==> src/rtl/bist_pkg.sv <==
// ---------------------------------------------------------------------------
// bist_pkg
// Shared definitions for the BIST sequencer: state encoding, default sizing
// constants and a constant-evaluable ceiling-log2 used for counter widths.
// ---------------------------------------------------------------------------
package bist_pkg;

    localparam int unsigned SHIFT_LEN_DEF = 26;
    localparam int unsigned NUM_SEQ_DEF   = 500;
    localparam int unsigned STATE_W       = 3;

    typedef enum logic [STATE_W-1:0] {
        IDLE    = 3'd0,
        SHIFT   = 3'd1,
        CAPTURE = 3'd2,
        CHECK   = 3'd3,
        DONE    = 3'd4
    } bist_state_t;

    // Smallest r with 2**r >= v (0 for v <= 1).
    function automatic int unsigned clog2(input int unsigned v);
        int unsigned r;
        r = 0;
        for (int i = 0; i < 32; i++) begin
            if ((64'(1) << i) < 64'(v)) begin
                r = 32'(i + 1);
            end
        end
        return r;
    endfunction

    // Counter width that is never zero.
    function automatic int unsigned cnt_w(input int unsigned v);
        return (clog2(v) < 1) ? 1 : clog2(v);
    endfunction

endpackage

==> src/rtl/bist_start_sync.sv <==
// ---------------------------------------------------------------------------
// bist_start_sync
// Brings the asynchronous start level into the clock domain and turns its
// rising edge into a single registered new_seq pulse, accepted only while the
// sequencer is idle (IDLE or DONE).
// Ports:
//   clock      system clock
//   reset      asynchronous active-high reset
//   i_start    raw asynchronous start level
//   i_idle     sequencer can accept a start (IDLE or DONE)
//   o_new_seq  one-cycle start pulse (registered)
// ---------------------------------------------------------------------------
module bist_start_sync (
    input  logic clock,
    input  logic reset,
    input  logic i_start,
    input  logic i_idle,
    output logic o_new_seq
);

    // r_meta/r_s1 form the synchroniser; r_s2 is the delayed copy for edge detect.
    logic r_meta;
    logic r_s1;
    logic r_s2;
    logic w_edge;

    assign w_edge = r_s1 & ~r_s2;

    always_ff @(posedge clock or posedge reset) begin
        if (reset) begin
            r_meta    <= 1'b0;
            r_s1      <= 1'b0;
            r_s2      <= 1'b0;
            o_new_seq <= 1'b0;
        end else begin
            r_meta    <= i_start;
            r_s1      <= r_meta;
            r_s2      <= r_s1;
            // Edges seen while a run is in progress are dropped, not queued.
            o_new_seq <= w_edge & i_idle;
        end
    end

endmodule

==> src/rtl/bist_controller_param.sv <==
// ---------------------------------------------------------------------------
// bist_controller_param
// Per-scan BIST sequencer: on a start pulse runs lim sequences of SHIFT_LEN
// shift cycles separated by CAPTURE_CYC capture cycles, then a one-cycle
// signature check recording pass/fail. A mid-run abort jumps straight to DONE.
// Ports:
//   clock, reset   clock and asynchronous active-high reset
//   bist_start     asynchronous start level (rising edge starts a run)
//   bist_abort     synchronous abort request
//   seq_limit      requested sequence count, sampled at start
//   sig_match      MISR compare result, sampled in CHECK
//   new_seq        start-of-run pulse
//   scan_en, capture, sig_check, bist_running, bist_end  state decodes
//   bist_pass, bist_aborted  registered result flags
//   seq_count      completed shift phases in current/last run
// ---------------------------------------------------------------------------
module bist_controller_param
    import bist_pkg::*;
#(
    parameter  int unsigned SHIFT_LEN   = SHIFT_LEN_DEF,
    parameter  int unsigned NUM_SEQ     = NUM_SEQ_DEF,
    parameter  int unsigned CAPTURE_CYC = 1,
    localparam int unsigned SEQ_W       = clog2(NUM_SEQ + 1)
) (
    input  logic             clock,
    input  logic             reset,
    input  logic             bist_start,
    input  logic             bist_abort,
    input  logic [SEQ_W-1:0] seq_limit,
    input  logic             sig_match,
    output logic             new_seq,
    output logic             scan_en,
    output logic             capture,
    output logic             sig_check,
    output logic             bist_running,
    output logic             bist_end,
    output logic             bist_pass,
    output logic             bist_aborted,
    output logic [SEQ_W-1:0] seq_count
);

    localparam int unsigned PER_W = cnt_w(SHIFT_LEN);
    localparam int unsigned CAP_W = cnt_w(CAPTURE_CYC);

    bist_state_t      r_state;
    logic [PER_W-1:0] r_per_count;
    logic [CAP_W-1:0] r_cap_count;
    logic [SEQ_W-1:0] r_lim;
    logic [SEQ_W-1:0] r_seq_count;
    logic             r_pass;
    logic             r_aborted;

    logic             w_idle;
    logic             w_new_seq;
    logic [SEQ_W-1:0] w_lim;
    logic [SEQ_W-1:0] w_seq_inc;

    assign w_idle = (r_state == IDLE) || (r_state == DONE);

    bist_start_sync u_start_sync (
        .clock     (clock),
        .reset     (reset),
        .i_start   (bist_start),
        .i_idle    (w_idle),
        .o_new_seq (w_new_seq)
    );

    // Out-of-range or zero requests fall back to the full sequence count.
    assign w_lim = ((seq_limit == '0) || (seq_limit > SEQ_W'(NUM_SEQ)))
                   ? SEQ_W'(NUM_SEQ) : seq_limit;
    assign w_seq_inc = r_seq_count + SEQ_W'(1);

    always_ff @(posedge clock or posedge reset) begin
        if (reset) begin
            r_state     <= IDLE;
            r_per_count <= '0;
            r_cap_count <= '0;
            r_lim       <= '0;
            r_seq_count <= '0;
            r_pass      <= 1'b0;
            r_aborted   <= 1'b0;
        end else begin
            case (r_state)
                IDLE, DONE: begin
                    // Start wins over a simultaneous abort here.
                    if (w_new_seq) begin
                        r_state     <= SHIFT;
                        r_per_count <= '0;
                        r_cap_count <= '0;
                        r_seq_count <= '0;
                        r_lim       <= w_lim;
                        r_pass      <= 1'b0;
                        r_aborted   <= 1'b0;
                    end
                end
                SHIFT: begin
                    if (bist_abort) begin
                        r_state   <= DONE;
                        r_pass    <= 1'b0;
                        r_aborted <= 1'b1;
                    end else if (r_per_count == PER_W'(SHIFT_LEN - 1)) begin
                        r_per_count <= '0;
                        r_seq_count <= w_seq_inc;
                        r_state     <= (w_seq_inc == r_lim) ? CHECK : CAPTURE;
                    end else begin
                        r_per_count <= r_per_count + PER_W'(1);
                    end
                end
                CAPTURE: begin
                    if (bist_abort) begin
                        r_state   <= DONE;
                        r_pass    <= 1'b0;
                        r_aborted <= 1'b1;
                    end else if (r_cap_count == CAP_W'(CAPTURE_CYC - 1)) begin
                        r_cap_count <= '0;
                        r_state     <= SHIFT;
                    end else begin
                        r_cap_count <= r_cap_count + CAP_W'(1);
                    end
                end
                CHECK: begin
                    r_state <= DONE;
                    if (bist_abort) begin
                        r_pass    <= 1'b0;
                        r_aborted <= 1'b1;
                    end else begin
                        r_pass <= sig_match;
                    end
                end
                default: r_state <= IDLE;
            endcase
        end
    end

    // Moore decodes straight off the state register.
    assign new_seq      = w_new_seq;
    assign scan_en      = (r_state == SHIFT);
    assign capture      = (r_state == CAPTURE);
    assign sig_check    = (r_state == CHECK);
    assign bist_running = (r_state == SHIFT) || (r_state == CAPTURE) || (r_state == CHECK);
    assign bist_end     = (r_state == DONE);
    assign bist_pass    = r_pass;
    assign bist_aborted = r_aborted;
    assign seq_count    = r_seq_count;

endmodule

==> config.mk <==
export PLATFORM = sky130hd
export DESIGN_NAME = bist_controller_param
export DESIGN_NICKNAME = d
export VERILOG_FILES = /design/src/rtl/bist_pkg.sv /design/src/rtl/bist_start_sync.sv /design/src/rtl/bist_controller_param.sv
export SDC_FILE = /design/constraint.sdc
export NUM_CORES = 1
export LEC_CHECK = 0
export ABC_AREA = 1
export CELL_PAD_IN_SITES_DETAIL_PLACEMENT = 0
export CELL_PAD_IN_SITES_GLOBAL_PLACEMENT = 1
export CORE_AREA = 2 2 89 57
export CTS_CLUSTER_DIAMETER = 40
export DETAILED_ROUTE_END_ITERATION = 12
export DIE_AREA = 0 0 91 59
export GPL_ROUTABILITY_DRIVEN = 0
export PLACE_DENSITY = 0.9
export SLEW_MARGIN = 20
export SYNTH_ARGS = -nofsm -noshare
export SYNTH_HDL_FRONTEND = slang
export SYNTH_SLANG_ARGS = --single-unit
==> constraint.sdc <==
create_clock -name clock -period 3.1 [get_ports clock]
set_input_delay 0.465 -clock clock [delete_from_list [all_inputs] [get_ports clock]]
set_output_delay 0.465 -clock clock [all_outputs]
set_load 0.1 [all_outputs]
==> impl_metrics.yaml <==
placed_design:
  port_buffers: 30
  dpl.hpwl_mm: 3.085
clock_network:
  clkSinkCount: 32
  cts_tree: "done"
  clock_latency_ps: 270
  cts.htree.levels: 2
  cts.path.max_buffers: 2
  postCtsResizedCells: 0
  cts_setup_buffers: 0
  ctsHoldBuffers: 0
  root_buffer: "clkbuf_8"
  cts_made_buffers: 5
  clk_pin_slew_ps: 70
worst_setup_path:
  end_kind: "output pin"
  worst_ep_required_time_ps: 2630
  r2r_cells: 13
  start_kind: "register"
  crit_path_start: "r_state[2]"
  arrival_ps: 1490
  critPathTopFamily: "buffers and inverters"
  crit_cells: 4
  rr_endpoint: "r_state[0]"
  slowest_delay_ps: 420
  r2r_start: "seq_count[0]"
  cpMaxStageDelayCell: "dfrtp_1"
  cp_num_buf_inv: 2
  crit_end: "scan_en"
  reg2reg_setup_slack_ps: 1350
  worst-path-max-fanout: 4
  crit_type: "reg2out"
  path_cells: "nor2_1 -> nand2_1 -> inv_1 -> buf_4"
final_layout:
  final_cell_mix: "nand2_1 (59), inv_1 (38), dfrtp_1 (32)"
  drive_above_1_share_pct: 12.59
  layout_commonest_cell: "nand2_1"
  nets: 286
  antenna_cells: 0
  area_growth_syn_to_layout_pct: 24.77
  final_core_util_pct: 48.66
global_routing:
  antenna_found_initial: 0
  grt_max_degree: 33
  grt_pass1_wl_mm: 6.624
  grt_pass1_vias: 1378
  globalRouteOverflowTotal: 0
  track_usage_pct: 15.85
synthesis:
  synthArstFlopShare_pct: 100.0
  yosysUniqueCellTypes: 25
  syn_area_mm2: 0.001743
  synth_nets: 249
  synth_seq_area_share_pct: 45.94
  ys.flop_type: "dfrtp_1"
  avgSynthCellArea_um2: 7.513
  yosys_warnings: 0
  synth_seq_cells: 32
  syn_inst: 232
  synth_edf_count: 0
sta:
  relSlewSlack_pct: 72.76
  rsz0062_at_grt: "false"
  period_share_pct: 62.97
  tightest_slew_ps: 408.6
  final.setup_skew_ps: 6.728
  setup_violations: 0
  fmax_mhz: 512.2
  fin_tns_setup_ps: 0
  hold_viol: 0
  slew_violations: 0
  fin_crit_ps: 1952
routing:
  routed_wl_mm: 3.915
  wire_per_inst_um: 11.76
  dr.pass1.iters: 4
  drtAntennaViolNets: 0
  viasPerCell: 4.595
  drc: 0
  first_iter_violations: 80
  vias: 1530
status:
  status: "completed"
pwr:
  p_leak_uw: 0.001093
  ir_drop_v: 0.0005956
  power_density_mw_per_mm2: 843.6
floorplanning:
  floorplan.core_area_mm2: 0.004469
  num_rows: 19
  num_io_pins: 31
  die_h_um: 59
  die_area_mm2: 0.005369
  die_w_um: 91
  start_util_pct: 39.00
run:
  drv_cap: 0
worst_hold_path:
  min_path_type: "reg2reg"
==> worst min path at each step <==
stage                             start                 to  slack [ps]  cells past startpoint
floorplan           u_start_sync.r_meta  u_start_sync.r_s1         330                      0
global placement    u_start_sync.r_meta  u_start_sync.r_s1         340                      0
detailed placement  u_start_sync.r_meta  u_start_sync.r_s1         340                      0
CTS                 u_start_sync.r_meta  u_start_sync.r_s1         370                      0
global route        u_start_sync.r_meta  u_start_sync.r_s1         380                      0
finish              u_start_sync.r_meta  u_start_sync.r_s1         360                      0
==> synth_stat cells, types with 3 or more instances <==
cell type	number	share of area, %
nand2_1	59	13
inv_1	38	8.2
o21ai_0	11	3.2
dfrtp_1	32	46
a21oi_1	6	1.7
nand3_1	24	6.9
nand4_1	5	1.8
ha_1	3	2.2
o22ai_1	8	2.9
nor2_1	24	5.2
==> power by group <==
group | leakage (uW) | internal [uW] | switching, uW
registers | 0.000409 | 530 | 103
logic | 0.000633 | 234 | 646
clock network | 0.0000510 | 177 | 144
total | 0.00109 | 941 | 893
==> state kept, by name, indices dropped and copies added (netlist names) <==
register / flops
r_lim: 9
seq_count: 9
r_per_count: 5
r_state: 3
bist_aborted: 1
bist_pass: 1
u_start_sync.o_new_seq: 1
u_start_sync.r_meta: 1
u_start_sync.r_s1: 1
u_start_sync.r_s2: 1
==> layout make-up <==
class	instances	area, um^2
Multi-Input combinational cell	160	788.3
Sequential cell	32	800.8
Clock inverter	2	10.01
Inverter	39	148.9
Fill cell	467	2295
Clock buffer	6	82.58
Timing Repair Buffer	31	265.3
Tap cell	63	78.83
==> metrics by stage <==
step	power, uW	instance area [um^2]	hold slack (ps)	instances	worst slack [ps]
after global routing	1972	2175	379.7	333	1071
after global placement	1514	2082	337.3	325	1201
final	1835	2175	363.5	333	1148
after detailed placement	1524	2082	336.4	325	1134
after CTS	1850	2175	365.1	333	1155
after floorplan	1317	1743	331.2	232	758.1
==> kinds of logic after synthesis <==
family / Yosys count / synth area share [%]
AOI/OAI and AO/OA: 33 / 10.98
xor gates and xnor gates: 1 / 0.5026
adders and majority gates: 3 / 2.154
buffers and inverters: 40 / 8.830
DFF: 32 / 45.94
and+or+nand+nor: 123 / 31.59
==> metal layers <==
layer,track usage (%),vias to the layer above,wire (um)
li1,-,827,-
met2,20.74,39,1385
met5,0,-,0
met3,4.326,2,193
met1,25.55,662,2319
met4,3.247,0,16
(Power assumes the default switching activity.)
